`config.mk`:
```
export PLATFORM = sky130hd
export DESIGN_NAME = ltri_fwd_solver
export DESIGN_NICKNAME = d
export VERILOG_FILES = /design/src/rtl/ltri_fwd_solver.sv
export SDC_FILE = /design/constraint.sdc
export NUM_CORES = 2
export LEC_CHECK = 0
export BUFFER_PORTS_ARGS = -buffer_cell sky130_fd_sc_hd__buf_2
export CORE_AREA = 3 3 320 322
export CTS_CLUSTER_SIZE = 24
export DETAILED_ROUTE_END_ITERATION = 8
export DIE_AREA = 0 0 323 325
export GPL_TIMING_DRIVEN = 0
export PLACE_DENSITY = 0.65
export SYNTH_ARGS = -nofsm -noshare
export SYNTH_HDL_FRONTEND = slang
export SYNTH_SLANG_ARGS = --single-unit
```
`constraint.sdc`:
```
create_clock -name clk -period 12.7 [get_ports clk]
set_clock_uncertainty 0.1 [all_clocks]
set_input_delay 0.635 -clock clk [delete_from_list [all_inputs] [get_ports clk]]
set_output_delay 0.635 -clock clk [all_outputs]
set_load 0.005 [all_outputs]
```
`src/rtl/ltri_fwd_solver.sv`:
```
// Streaming forward-substitution solver for L*y = b with unit lower-triangular L.
// Define LTRI_SAT_EN to saturate y to DATA_LEN bits instead of wrapping.
module ltri_fwd_solver #(
  parameter int DATA_LEN = 34,
  parameter int FRACTION = 16,
  parameter int DIM      = 6
) (
  input  logic                clk,
  input  logic                rst_n,
  input  logic                i_start,
  input  logic [DATA_LEN-1:0] i_data,
  output logic                o_ready,
  output logic                o_valid,
  output logic [DATA_LEN-1:0] o_data,
  output logic                o_done
);

  localparam int PW      = 2 * DATA_LEN;
  localparam int ACC_LEN = 2 * DATA_LEN - FRACTION + $clog2(DIM);
  localparam int RW      = $clog2(DIM);
  localparam int CW      = $clog2(DIM + 1);

  typedef enum logic [1:0] {IDLE, RUN, WB, DONE} state_t;

  state_t                     state, state_n;
  logic                       start_q;
  logic        [RW-1:0]       row;
  logic        [CW-1:0]       col;
  logic        [CW-1:0]       row_ext;
  logic        [RW-1:0]       col_idx;
  logic signed [ACC_LEN-1:0]  acc;
  logic signed [DATA_LEN-1:0] y_mem [DIM];
  logic signed [DATA_LEN-1:0] data_s;
  logic signed [PW-1:0]       prod;
  logic signed [ACC_LEN-1:0]  term;
  logic signed [ACC_LEN:0]    diff;
  logic                       accept, is_l, is_b;

  // Reduce b - acc to the output width: clamp or keep the low bits.
  function automatic logic signed [DATA_LEN-1:0] reduce_y(input logic signed [ACC_LEN:0] v);
`ifdef LTRI_SAT_EN
    if (v[ACC_LEN] && !(&v[ACC_LEN:DATA_LEN-1]))
      return {1'b1, {(DATA_LEN-1){1'b0}}};
    else if (!v[ACC_LEN] && (|v[ACC_LEN:DATA_LEN-1]))
      return {1'b0, {(DATA_LEN-1){1'b1}}};
    else
      return DATA_LEN'(v);
`else
    return DATA_LEN'(v);
`endif
  endfunction

  assign data_s  = $signed(i_data);
  assign row_ext = CW'(row);
  assign col_idx = col[RW-1:0];
  assign prod    = PW'(data_s) * PW'(y_mem[col_idx]);
  assign term    = ACC_LEN'(prod >>> FRACTION);
  assign diff    = {{(ACC_LEN + 1 - DATA_LEN){i_data[DATA_LEN-1]}}, i_data} - {acc[ACC_LEN-1], acc};
  assign accept  = (state == RUN) && i_start;
  assign is_l    = accept && (col < row_ext);
  assign is_b    = accept && (col == row_ext + CW'(1));

  always_comb begin
    state_n = state;
    o_ready = 1'b0;
    o_valid = 1'b0;
    o_done  = 1'b0;
    case (state)
      IDLE: if (i_start && !start_q) state_n = RUN;
      RUN: begin
        o_ready = 1'b1;
        if (is_b) state_n = WB;
      end
      WB: begin
        o_valid = 1'b1;
        state_n = (row == RW'(DIM - 1)) ? DONE : RUN;
      end
      DONE: begin
        o_done  = 1'b1;
        state_n = IDLE;
      end
      default: state_n = IDLE;
    endcase
  end

  // Edge detector keeps tracking through reset so a held-high i_start never restarts.
  always_ff @(posedge clk) start_q <= i_start;

  always_ff @(posedge clk) begin
    if (!rst_n) begin
      state  <= IDLE;
      row    <= '0;
      col    <= '0;
      acc    <= '0;
      o_data <= '0;
      for (int i = 0; i < DIM; i++) y_mem[i] <= '0;
    end else begin
      state <= state_n;
      if (is_l) acc <= acc + term;
      if (is_b) o_data <= reduce_y(diff);
      else if (accept) col <= col + CW'(1);
      if (state == WB) begin
        y_mem[row] <= $signed(o_data);
        acc        <= '0;
        col        <= '0;
        row        <= (row == RW'(DIM - 1)) ? '0 : row + RW'(1);
      end
    end
  end

endmodule
```
# --- Word-level counts from Yosys, hierarchy flattened ---
# Memories as Yosys holds them, arrays and structs flattened. A register that Yosys moved wholly into a read port is not among the register bits.
# Cells that the tools add are included.
op_classes:
  multipliers: 1
  mux: 16
  magnitude_cmp: 1
  n_addsub: 4
  bitwise_logic: 2
  reduce_logical: 10
  eq_ne: 7
ops:
  columns: ["op", "count"]
  rows:
  - ["$mul A34 B34 Y68", 1]
  - ["$add A55 B52 Y55", 1]
  - ["$mux W34", 1]
  - ["$reduce_or A34 Y1", 1]
  - ["$sub A34 B34 Y34", 1]
  - ["$mux W3", 4]
  - ["$pmux W2 S4", 1]
  - ["$mux W1", 7]
  - ["$add A3 B1 Y3 const B", 2]
  - ["$mux W2", 3]
  - ["$eq A2 B2 Y1 const B", 2]
  - ["$logic_and A1 B1 Y1", 4]
  - ["$ne A2 B2 Y1 const B", 2]
  - ["$reduce_and A2 Y1", 2]
  - ["$eq A3 B3 Y1", 1]
  - ["$eq A3 B3 Y1 const B", 1]
  - ["$lt A3 B3 Y1", 1]
  - ["$eq A2 B1 Y1 const B", 1]
  - ["$logic_not A2 Y1", 1]
  - ["$not A1 Y1", 2]
  - ["$reduce_or A2 Y1", 1]
  - ["$logic_not A1 Y1", 1]
totals:
  inputBits: 37
  word_cells: 48
  ramBits: 204
  regBits: 98
  output_inout_bits: 37
  mem_count: 1
mem_list:
  columns: ["memory", "depth", "word_bits", "read_ports", "rd_ports_with_merged_regs", "write_ports", "line_no", "rtl"]
  rows:
  - ["y_mem", 6, 34, 1, 1, 6, "32", "logic signed [DATA_LEN-1:0] y_mem [DIM];"]

# --- Longest topological paths before layout ---
logic_depth:
  ltp_word: 7
  mapped_depth: 48
  mapped_depth_nobuf: 43

# --- Worst setup path before layout ---
# Ideal clock, no wire load.
synth_path:
  kind: "register -> register"
  from: "register (tool-made name)"
  to: "register acc[33]"
  synth_period_minus_slack_ns: 11.262
  t_arrival_ns: 11.092
  setup_time_ns: 0.071
  path_stages_with_launch: 48
  path_buffers: 6
  required_ns: 12.529
  path_slack_ns: 1.438
  path_cell_list: "dfxtp_1 buf_6 buf_6 buf_2 buf_2 buf_2 mux4_2 mux2_2 clkbuf_1 and2_1 fa_1 inv_1 fa_1 fa_1 inv_1 fa_1 inv_1 fa_1 [12 not listed] and3_1 o211a_1 or2_1 a21oi_1 o21bai_1 xor2_1 ha_1 a21o_1 a21o_1 a21o_1 a21oi_1 nand2_1 a211oi_1 o31ai_1 a21oi_1 xnor2_1 or3_1 a21oi_1"
synth_lines:
  columns: ["item", "line_no", "rtl"]
  rows:
  - ["end signal: assignment", "99", "if (is_l) acc <= acc + term;"]
  - ["end: declaration", "31", "logic signed [ACC_LEN-1:0] acc;"]

==> summary.txt <==
Slew at the pin closest to its max-slew limit = 1.31 ns
Largest net degree at the start of global routing = 31
Vias in the first global route = 37.6k
Syn_nets = 6303
Arrival time at the worst endpoint = 12.74 ns
Share of layout cells above drive strength 1 = 0.0620
Yosys warning count = 0
Mapped Avg Cell Area = 9.82 um2
CTS tree = yes
Post-detail-place hpwl = 137000 um
Hold crit path type = in2reg
Worst-Skew Late Latency = 0.53 ns
Port Buffer Count = 72
Chip width = 323 um
CP Buf/Inv Count = 12
Crit path time final = 12.39 ns
Outcome = complete, no violations
DR WL/cell = 25.6 um
Rows = 116
Core Region = 99900 um2
Worst Hold Slack = 0.169 ns
MaxCap Viol Count = 0
Critical path class = reg2reg
Sink Count = 352
Clock slew at reported path FFs = 0.06 ns
RSZ-0062 raised after global routing = yes
# setup viols final = 0
Layout fillers = 9144
Synth area leader = fa_1
Hold Crit Start = i_start
CP top delay family = adder cells
Startpoint class of the critical path = flop
Synth top area cells = fa_1, edfxtp_1, inv_1
Tcrit/Tclk final = 0.976
Post-Synthesis Cells = 5076
CTS Buf Count = 34
Area of the die = 105000 um2
Pre-CTS WS = -1.33 ns
Total Nets Final = 6429
CP required = 13.05 ns
Final Hold Violating Endpoints = 0
Critical Path Fanout Max = 10
CTS Hold Bufs = 0
Async SR Flop Fraction = 0
Root buffer cell = clkbuf_16
Via count = 36.6k
Area Growth Syn to Fin = 7.31%
First-pass GRT wire length = 248000 um
Vert. Die Dim = 325 um
Mapped cell area = 49800 um2
Highest clock rate = 80.7 MHz
Setup crit end kind = flop
Post-synth top cells = inv_1, fa_1, nand2_1
Residual DRC = 0
GRT Util Overall = 0.325
Initial DRC Count = 3528
Sequential fraction of the synthesis area = 0.196
Critical Path Most Common Cell = fa_1
Clock Tree Buf Depth = 3
Top_reg_cell synth = edfxtp_1
Total gr overflow = 0
Antenna-violating nets left = 0
Final WS setup = 0.305 ns
I/O pin total = 74
Rel. slew slack = 0.128
Library cells used by synthesis = 77
Initial cell density of the core = 0.499
Top cell type's share of synthesized area = 0.376
Slew Viols, Final = 0
Pre-antenna DRT Iters = 7
Most common cell in the netlist = inv_1
Via density = 5.58
Yosys reg bits = 352
Number of synthesized flops with an enable pin = 272
H-tree levels = 2
Slowest-stage cell, CP = fa_1
GP Congestion = 0.993
Largest stage delay, worst path = 0.56 ns
DRT Wirelength = 167000 um
Initial antenna violation count = 14
registers in the layout, indices dropped and copies added (netlist names), named ones only:
register  cells
y_mem       272
o_data       34
acc          34
col           3
start_q       1
row           3
state         2
layout by cell type, fill, tap and decap left out, types with 57 or more instances in the layout:
master and count:
inv_1 1121, fa_1 936, nand2_1 609, and2_1 497
edfxtp_1 272, nor2_1 269, ha_1 252, clkbuf_1 205
a21oi_1 129, xnor2_1 89, buf_2 82, dfxtp_1 80
a21o_1 57
worst paths after layout:
check | to | slack (ns) | depth (start not counted)
max | acc[33] | 0.31 | 47
min | start_q | 0.17 | 1
max reg2reg | acc[33] | 0.31 | 47
min reg2reg | acc[30] | 0.38 | 2
logic make-up after synthesis:
group,after synthesis,share of synthesized area
adder cells (fa/ha/maj),1190,0.440
XOR/XNOR,128,0.0234
AO/OA/AOI/OAI,355,0.0453
multiplexers,117,0.0393
buffers and inverters,1370,0.105
flip-flops,352,0.196
AND/OR/NAND/NOR,1564,0.152
timing repair:
action | in CTS | in global routing
resized for setup | 45 | 56
pin swaps | 0 | 3
setup endpoints to repair | 17 | 10
hold endpoints to repair | 0 | 0
buffers inserted | 0 | 3
per-layer routing:
metal	vias up	wire, um	global-route usage	share of wire
li1	15607	-	-	-
met1	18682	66200	0.446	0.40
met2	1928	74300	0.491	0.44
met3	343	17600	0.0747	0.10
met4	2	9210	0.148	0.055
met5	-	73	0.00833	0.00044
stage by stage:
step	cells	instance area [um2]	utilization	setup TNS, ns
2_1_floorplan	5076	49800	-	0
3_3_place_gp	6446	51800	0.519	-15.48
3_5_place_dp	6462	52100	0.522	-10.24
4_1_cts	6523	53300	0.534	-0.00207
5_1_grt	6527	53400	0.535	-0.0912
6_report	6547	53500	0.535	0
cell type report:
type,count,area [um2],share of cell area
diodes,21,52.6,0.000983
inverters,1122,4210,0.0788
flip-flops and latches,352,9770,0.183
clock inverters,20,185,0.00346
clock buffers,42,906,0.0169
multi-input cells,3354,35000,0.654
repair buffers,91,628,0.0117
well taps,1298,1620,0.0304
plain buffers,247,1120,0.0209
Power is left out: the tool's default activity adds up to more than one toggle a clock period on the data nets, which glitch-free logic cannot reach.
